**src/rtl/multi_sram_rd_ctrl.sv**
```systemverilog
// Burst read sequencer for SRAM port B: issues one read per cycle, absorbs the 1-cycle
// read latency and returns words through a 2-entry FIFO. Optional range check: MULTI_SRAM_RD_CHK_EN.
module multi_sram_rd_ctrl #(
  parameter int DWIDTH    = 32,
  parameter int NRAMWIDTH = 5,
  parameter int AWIDTH    = 13,
  parameter int NRAM      = 32,
  parameter int LWIDTH    = 8
) (
  input  logic                        clk_in,
  input  logic                        rst_n_in,
  input  logic                        cmd_valid_in,
  output logic                        cmd_ready_out,
  input  logic [NRAMWIDTH+AWIDTH-1:0] cmd_addr_in,
  input  logic [LWIDTH-1:0]           cmd_len_in,
  output logic                        en_b_out,
  output logic                        we_b_out,
  output logic [NRAMWIDTH+AWIDTH-1:0] addr_b_out,
  input  logic [DWIDTH-1:0]           d_b_in,
  output logic                        rd_valid_out,
  input  logic                        rd_ready_in,
  output logic [DWIDTH-1:0]           rd_data_out,
  output logic                        rd_last_out,
  output logic                        done_out,
  output logic                        err_out,
  output logic [1:0]                  state_dbg_out
);

  localparam int FW = NRAMWIDTH + AWIDTH;
  localparam logic [1:0] ST_IDLE  = 2'd0;
  localparam logic [1:0] ST_ISSUE = 2'd1;
  localparam logic [1:0] ST_DRAIN = 2'd2;

  if (NRAM < 1 || NRAM > (1 << NRAMWIDTH)) begin : g_nram_range
    $error("NRAM out of range for NRAMWIDTH");
  end

  // Handshakes: a command transfers on cmd_valid_in & cmd_ready_out, a word transfers on
  // rd_valid_out & rd_ready_in; a presented word stays stable until it transfers.

  logic [1:0]        state_q;
  logic [FW-1:0]     addr_q;
  logic [LWIDTH-1:0] rem_q;
  logic              inflight_q;
  logic              inflight_last_q;
  logic [DWIDTH-1:0] buf_data_q [2];
  logic [1:0]        buf_last_q;
  logic              rd_ptr_q;
  logic              wr_ptr_q;
  logic [1:0]        cnt_q;
  logic              done_q;
  logic              err_q;

  logic       cmd_fire;
  logic       pop;
  logic       head_last;
  logic [1:0] occ;
  logic       issue;
  logic       reject;

  assign cmd_ready_out = (state_q == ST_IDLE);
  assign cmd_fire      = cmd_valid_in && cmd_ready_out;
  assign rd_valid_out  = (cnt_q != 2'd0);
  assign pop           = rd_valid_out && rd_ready_in;
  assign head_last     = buf_last_q[rd_ptr_q];
  // The in-flight read already owns a buffer slot, so it is counted before issuing.
  assign occ           = cnt_q + {1'b0, inflight_q};
  assign issue         = (state_q == ST_ISSUE) && (rem_q != '0) && ((occ < 2'd2) || pop);

`ifdef MULTI_SRAM_RD_CHK_EN
  localparam int EW = FW + LWIDTH + 1;
  localparam logic [EW-1:0] LIMIT = EW'(NRAM) << AWIDTH;
  logic [EW-1:0] end_addr;
  logic          bank_bad;
  assign end_addr = EW'(cmd_addr_in) + EW'(cmd_len_in) - EW'(1);
  assign bank_bad = EW'(cmd_addr_in[FW-1:AWIDTH]) >= EW'(NRAM);
  assign reject   = bank_bad || ((cmd_len_in != '0) && (end_addr >= LIMIT));
`else
  assign reject   = 1'b0;
`endif

  assign en_b_out      = issue;
  assign we_b_out      = 1'b0;
  assign addr_b_out    = addr_q;
  assign rd_data_out   = rd_valid_out ? buf_data_q[rd_ptr_q] : '0;
  assign rd_last_out   = rd_valid_out && head_last;
  assign done_out      = done_q;
  assign err_out       = err_q;
  assign state_dbg_out = state_q;

  always_ff @(posedge clk_in or negedge rst_n_in) begin
    if (!rst_n_in) begin
      state_q         <= ST_IDLE;
      addr_q          <= '0;
      rem_q           <= '0;
      inflight_q      <= 1'b0;
      inflight_last_q <= 1'b0;
      buf_last_q      <= '0;
      rd_ptr_q        <= 1'b0;
      wr_ptr_q        <= 1'b0;
      cnt_q           <= 2'd0;
      done_q          <= 1'b0;
      err_q           <= 1'b0;
    end else begin
      done_q          <= 1'b0;
      err_q           <= 1'b0;
      inflight_q      <= issue;
      inflight_last_q <= issue && (rem_q == LWIDTH'(1));

      if (inflight_q) begin
        buf_last_q[wr_ptr_q] <= inflight_last_q;
        wr_ptr_q             <= ~wr_ptr_q;
      end
      if (pop) rd_ptr_q <= ~rd_ptr_q;
      case ({inflight_q, pop})
        2'b10:   cnt_q <= cnt_q + 2'd1;
        2'b01:   cnt_q <= cnt_q - 2'd1;
        default: cnt_q <= cnt_q;
      endcase

      case (state_q)
        ST_IDLE: begin
          if (cmd_fire) begin
            if (reject) begin
              done_q <= 1'b1;
              err_q  <= 1'b1;
            end else if (cmd_len_in == '0) begin
              done_q <= 1'b1;
            end else begin
              addr_q  <= cmd_addr_in;
              rem_q   <= cmd_len_in;
              state_q <= ST_ISSUE;
            end
          end
        end
        ST_ISSUE: begin
          if (issue) begin
            addr_q <= addr_q + FW'(1);
            rem_q  <= rem_q - LWIDTH'(1);
            if (rem_q == LWIDTH'(1)) state_q <= ST_DRAIN;
          end
        end
        ST_DRAIN: begin
          if (pop && head_last) begin
            done_q  <= 1'b1;
            state_q <= ST_IDLE;
          end
        end
        default: state_q <= ST_IDLE;
      endcase
    end
  end

  // Data slots carry no reset; they are only observed behind rd_valid_out.
  always_ff @(posedge clk_in) begin
    if (inflight_q) buf_data_q[wr_ptr_q] <= d_b_in;
  end

endmodule

```
**config.mk**
```make
export PLATFORM = sky130hd
export DESIGN_NAME = multi_sram_rd_ctrl
export DESIGN_NICKNAME = d
export VERILOG_FILES = /design/src/rtl/multi_sram_rd_ctrl.sv
export SDC_FILE = /design/constraint.sdc
export NUM_CORES = 1
export LEC_CHECK = 0
export ABC_CLOCK_PERIOD_IN_PS = 2300
export CAP_MARGIN = 10
export CORE_MARGIN = 2
export CORE_UTILIZATION = 44
export DETAILED_ROUTE_END_ITERATION = 7
export GPL_ROUTABILITY_DRIVEN = 0
export PLACE_DENSITY_LB_ADDON = 0.05
export SYNTH_ARGS = -nofsm -noshare
export SYNTH_HDL_FRONTEND = slang
export SYNTH_SLANG_ARGS = --single-unit
export TNS_END_PERCENT = 30
```
**constraint.sdc**
```tcl
create_clock -name clk_in -period 2.3 [get_ports clk_in]
set_input_delay 0.575 -clock clk_in [delete_from_list [all_inputs] [get_ports clk_in]]
set_output_delay 0.575 -clock clk_in [all_outputs]
set_load 0.03 [all_outputs]
```
== Yosys cells after proc, flatten, opt, wreduce, memory -nomap -nowiden ==
Memories as Yosys holds them, arrays and structs flattened.
Cells that the tools add are included.

* Add/subtract/negate cells: 5
* Mux-type cells: 27
* Eq/ne operators: 10
* $lt $le $gt $ge: 4
* Reduce and logical (&&, ||, !) cells: 17
* Bitwise logic cells: 2

{| class="wikitable"
|+ Operator list
! operator !! number
|-
| $mux W18 || 3
|-
| $pmux W18 S2 || 1
|-
| $mux W32 || 1
|-
| $mux W8 || 3
|-
| $add A18 B1 Y18 const B || 1
|-
| $pmux W8 S2 || 1
|-
| $mux W2 || 5
|-
| $eq A8 B1 Y1 const B || 1
|-
| $logic_and A1 B1 Y1 || 8
|-
| $logic_not A8 Y1 || 1
|-
| $mux W1 || 8
|-
| $reduce_bool A8 Y1 || 1
|-
| $sub A8 B1 Y8 const B || 1
|-
| $ne A2 B2 Y1 const B || 3
|-
| $pmux W2 S3 || 1
|-
| $reduce_bool A2 Y1 || 3
|-
| $reduce_and A5 Y1 || 1
|-
| $eq A2 B1 Y1 const B || 2
|-
| $eq A2 B2 Y1 const B || 2
|-
| $lt A1 B2 Y1 const B || 2
|-
| $ne A2 B1 Y1 const B || 2
|-
| $pmux W2 S2 || 1
|-
| $reduce_and A4 Y1 || 1
|-
| $add A2 B1 Y2 || 1
|-
| other kinds (10) || 11
|}

* Memory bits (writable): 64
* Input bits: 62
* Register bits after elaboration: 37
* Memories: 1
* Logic and storage cells: 76

{| class="wikitable"
|+ Memory list
! name !! depth !! width !! rd ports !! clocked after memory_dff !! wr ports !! RTL line !! text
|-
| buf_data_q || 2 || 32 || 1 || 0 || 1 || 46 || <nowiki>logic [DWIDTH-1:0] buf_data_q [2];</nowiki>
|}

== Logic depth before layout (Yosys ltp) ==
* Depth after elaboration: 6
* Depth in mapped cells: 8

== Least setup slack after synthesis ==
OpenSTA, ideal clock, no wires.

* Path type: flip-flop to flip-flop
* From: reg inflight_q
* To: reg buf_last_q[0]
* Setup time: 125 ps
* Data arrival time: 2,282 ps
* Required time: 2,175 ps
* Clock period less this slack: 2,407 ps
* Path slack: -107 ps
* Path buffers: 0
* Stages on the path, launching flop included: 4
* Cell sequence: dfrtp_1 > inv_1 > nor2_1 > mux2_2

{| class="wikitable"
|+ RTL lines
! element !! RTL line !! text
|-
| from (decl) || 44 || <nowiki>logic inflight_q;</nowiki>
|-
| from (signal assigned) || 107 || <nowiki>inflight_q <= issue;</nowiki>
|-
| to (signal, indexed assignment) || 111 || <nowiki>buf_last_q[wr_ptr_q] <= inflight_last_q;</nowiki>
|-
| to (decl) || 47 || <nowiki>logic [1:0] buf_last_q;</nowiki>
|}

== Final worst setup path ==
* From: reg rd_ptr_q
* To: out rd_data_out[28]

* Longest elaborated chain between the ends: 2

{| class="wikitable"
|+ Ends and longest elaborated chain
! element !! RTL line !! text
|-
| from (decl) || 48 || <nowiki>logic rd_ptr_q;</nowiki>
|-
| from (signal assigned) || 114 || <nowiki>if (pop) rd_ptr_q <= ~rd_ptr_q;</nowiki>
|-
| $mem_v2 Z2 W32 || - ||
|-
| $mux W32 || 85 || <nowiki>assign rd_data_out = rd_valid_out ? buf_data_q[rd_ptr_q] : '0;</nowiki>
|-
| to (decl) || 22 || <nowiki>output logic [DWIDTH-1:0] rd_data_out,</nowiki>
|}

No other way between the ends.

==> results.toml <==
[status]
status = "completed"

[floorplanning]
core_um2 = 10200
fp.dieW_um = 106
fp.dieH_um = 106
initial_utilization_pct = 44.9
boundaryPins = 121
rows = 37
design.die.area_um2 = 11200

[route]
drt_iter0_markers = 155
dr.pass1.iters = 5
via_per_inst = 5.21
wl_per_cell_um = 15.5
drc = 0
ant_nets = 0
via_count = 3394
wl_mm = 10.1

[yosys]
ys.flop_type = "edfxtp_1"
ys_warn_count = 0
syn_inst = 386
async_flop_share_pct = 36.6
synth_cell_types = 55
synth.cell_area_um2 = 4570
ys_ff_latch = 101
postSynthAreaPerCell_um2 = 11.8
synth-seq-area-share_pct = 62.3
synth_edf_count = 64

[worst_setup_path]
startpoint = "rd_ptr_q"
crit_end = "rd_data_out[28]"
regToRegStartpoint = "addr_b_out[0]"
cp.required_ps = 1730
crit_chain = "buf_12, mux2i_1, nor2_1, dlygate4sd2_1"
r2r_slack_ps = 430
cp_slowest_cell = "dfrtp_2"
crit_type = "flip-flop to output pin"
cp-start-kind = "flip-flop"
crit_buf_inv = 2
reg2reg_to = "addr_b_out[12]"
crit_fanout = 20
reg2reg_depth = 7
crit_family = "buffers and inverters"
max_stage_delay_ps = 470
cp.depth = 4
endpoint_kind = "output pin"
crit_arrival_ps = 1660

[clock_tree]
cts_setup_buffers = 0
cts_buffers = 9
clkLatencyLatePin_ps = 350
cts_tree = "done"
htreeDepth = 3
cts.sinks = 101
clock_path_buffers = 2
cts-root-buf = "clkbuf_8"
clk_pin_slew_worst_paths_ps = 100

[sta]
slew_viol_final = 0
finalClockSkew_ps = 10.5
fin_crit_sh_pct = 97.3
setup_tns_ps = 0
max_freq_mhz = 447
worst_pin_slew_ps = 532
max_slew_margin_pct = 64.5
setup_violations = 0
hold_viol = 0
whs_ps = 257
period_minus_slack_ps = 2240
rsz0062_at_grt = "yes"

[global_route]
track_usage_pct = 18.5
grt_overflow = 0
grt_max_degree = 59
grt_pass1_wl_mm = 16.2
antenna_found_initial = 0
grt_pass1_vias = 3275

[min_path]
min_path_type = "primary input to asynchronous set/reset pin"

[place]
port_buffers = 118
dpl.hpwl_mm = 6.76

[run]
cap_violations = 0

[power]
peakVddDrop_v = 0.000805
power_density_nw_per_um2 = 1460
p_leak_nw = 2.53

[final_layout]
area_growth_pct = 34.5
post-route-util_pct = 60.4
nFillCells = 912
nNetsFinal = 577
drive_gt1_share_pct = 10.9
n_antenna_cell = 0
==> how the worst min path moves through the flow <==
stage / startpoint / endpoint / slack, ps / depth (start not counted)
global route: rst_n_in / rem_q[2] / 290 / 2
CTS: rst_n_in / rem_q[2] / 270 / 2
floorplan: rst_n_in / addr_b_out[0] / 280 / 0
finish: rst_n_in / rem_q[2] / 260 / 2
detailed placement: buf_last_q[1] / buf_last_q[1] / 500 / 1
global placement: inflight_last_q / buf_last_q[0] / 480 / 1
==> power breakdown <==
part / switching [mW] / internal, mW / total [mW]
logic: 2.88 / 1.84 / 4.72
registers: 0.491 / 2.73 / 3.22
clock network: 0.636 / 0.414 / 1.05
total: 4.01 / 4.99 / 9.00
==> cells in the mapped netlist (all sizes together), types with 4 or more instances <==
cell type  count  area share (%)
a21oi         33             3.6
a31oi          6            0.82
and4           4            0.77
buf           11             1.6
clkbuf        10            0.82
dfrtp         37              20
edfxtp        64              42
ha             5             1.4
inv            8            0.66
mux2i         34             7.4
nand2         33             2.7
nand2b         4            0.55
nand3          8            0.88
nor2          51             4.2
o21ai         20             2.3
o22ai         11             1.5
==> cells in the final DEF, fill, tap and decap left out, drive strengths merged, types with 3 or more instances in the layout <==
| cell type | Yosys | layout |
|---|---|---|
| o22ai | 11 | 11 |
| dlygate4sd2 | 0 | 30 |
| clkdlybuf4s50 | 0 | 80 |
| a31oi | 6 | 6 |
| and4 | 4 | 4 |
| xnor2 | 3 | 3 |
| o22a | 3 | 3 |
| nor2 | 51 | 51 |
| mux2i | 34 | 34 |
| ha | 5 | 5 |
| dfrtp | 37 | 37 |
| and2 | 3 | 3 |
| buf | 11 | 17 |
| nand4 | 3 | 3 |
| o21ai | 20 | 20 |
| nand2b | 4 | 4 |
| nand3 | 8 | 8 |
| inv | 8 | 11 |
| edfxtp | 64 | 64 |
| clkbuf | 10 | 14 |
| nand2 | 33 | 33 |
| a21oi | 33 | 33 |
==> registers in the layout, summed over array words and instances, names as in the netlist, 2 cells and up <==
name / count
buf_data_q: 64
addr_b_out: 18
rem_q: 8
buf_last_q: 2
cnt_q: 2
state_dbg_out: 2
==> routing by layer <==
metal  wire length [um]  GRT usage (%)  vias to the layer above
met5                  0              0                        -
met4                 72           6.30                        0
met3                523           2.76                        8
met2               4940           31.0                      101
met1               4550           24.7                     1618
li1                   -              -                     1667
==> timing repair <==
| action | CTS | global route |
|---|---|---|
| cloned | 0 | 0 |
| pin swaps | 2 | 0 |
| setup endpoints to repair | 36 | 25 |
| hold buffers | 0 | 0 |
| resized for setup | 39 | 16 |
==> logic make-up after synthesis <==
| family | after synthesis | share of synthesized area, % |
|---|---|---|
| AOI/OAI and AO/OA | 88 | 11.7 |
| adders and majority gates | 5 | 1.37 |
| muxes | 36 | 7.94 |
| other | 1 | 0.0820 |
| buffers and inverters | 29 | 3.07 |
| and+or+nand+nor | 121 | 12.6 |
| DFF | 101 | 62.3 |
| xor gates and xnor gates | 5 | 0.958 |
==> area by class of cell <==
type / count / area, um2 / area share [%]
clock inverters: 6 / 53.8 / 0.875
multi-input cells: 257 / 1620 / 26.3
repair buffers: 133 / 1300 / 21.1
flip-flops and latches: 101 / 2850 / 46.4
well taps: 136 / 170 / 2.77
clock buffers: 10 / 128 / 2.08
inverters: 8 / 30.0 / 0.488
==> metrics by stage <==
| stage | setup slack [ps] | std cells | instance area [um2] | total power, mW |
|---|---|---|---|---|
| finish | 61.7 | 651 | 6150 | 9.00 |
| global route | -10.7 | 651 | 6150 | 9.61 |
| CTS | 4.08 | 651 | 6150 | 9.08 |
| detailed placement | -212 | 635 | 6000 | 8.29 |
| global placement | -172 | 635 | 6000 | 8.21 |
| floorplan | 130 | 387 | 4580 | 6.27 |
(Power assumes the default switching activity.)
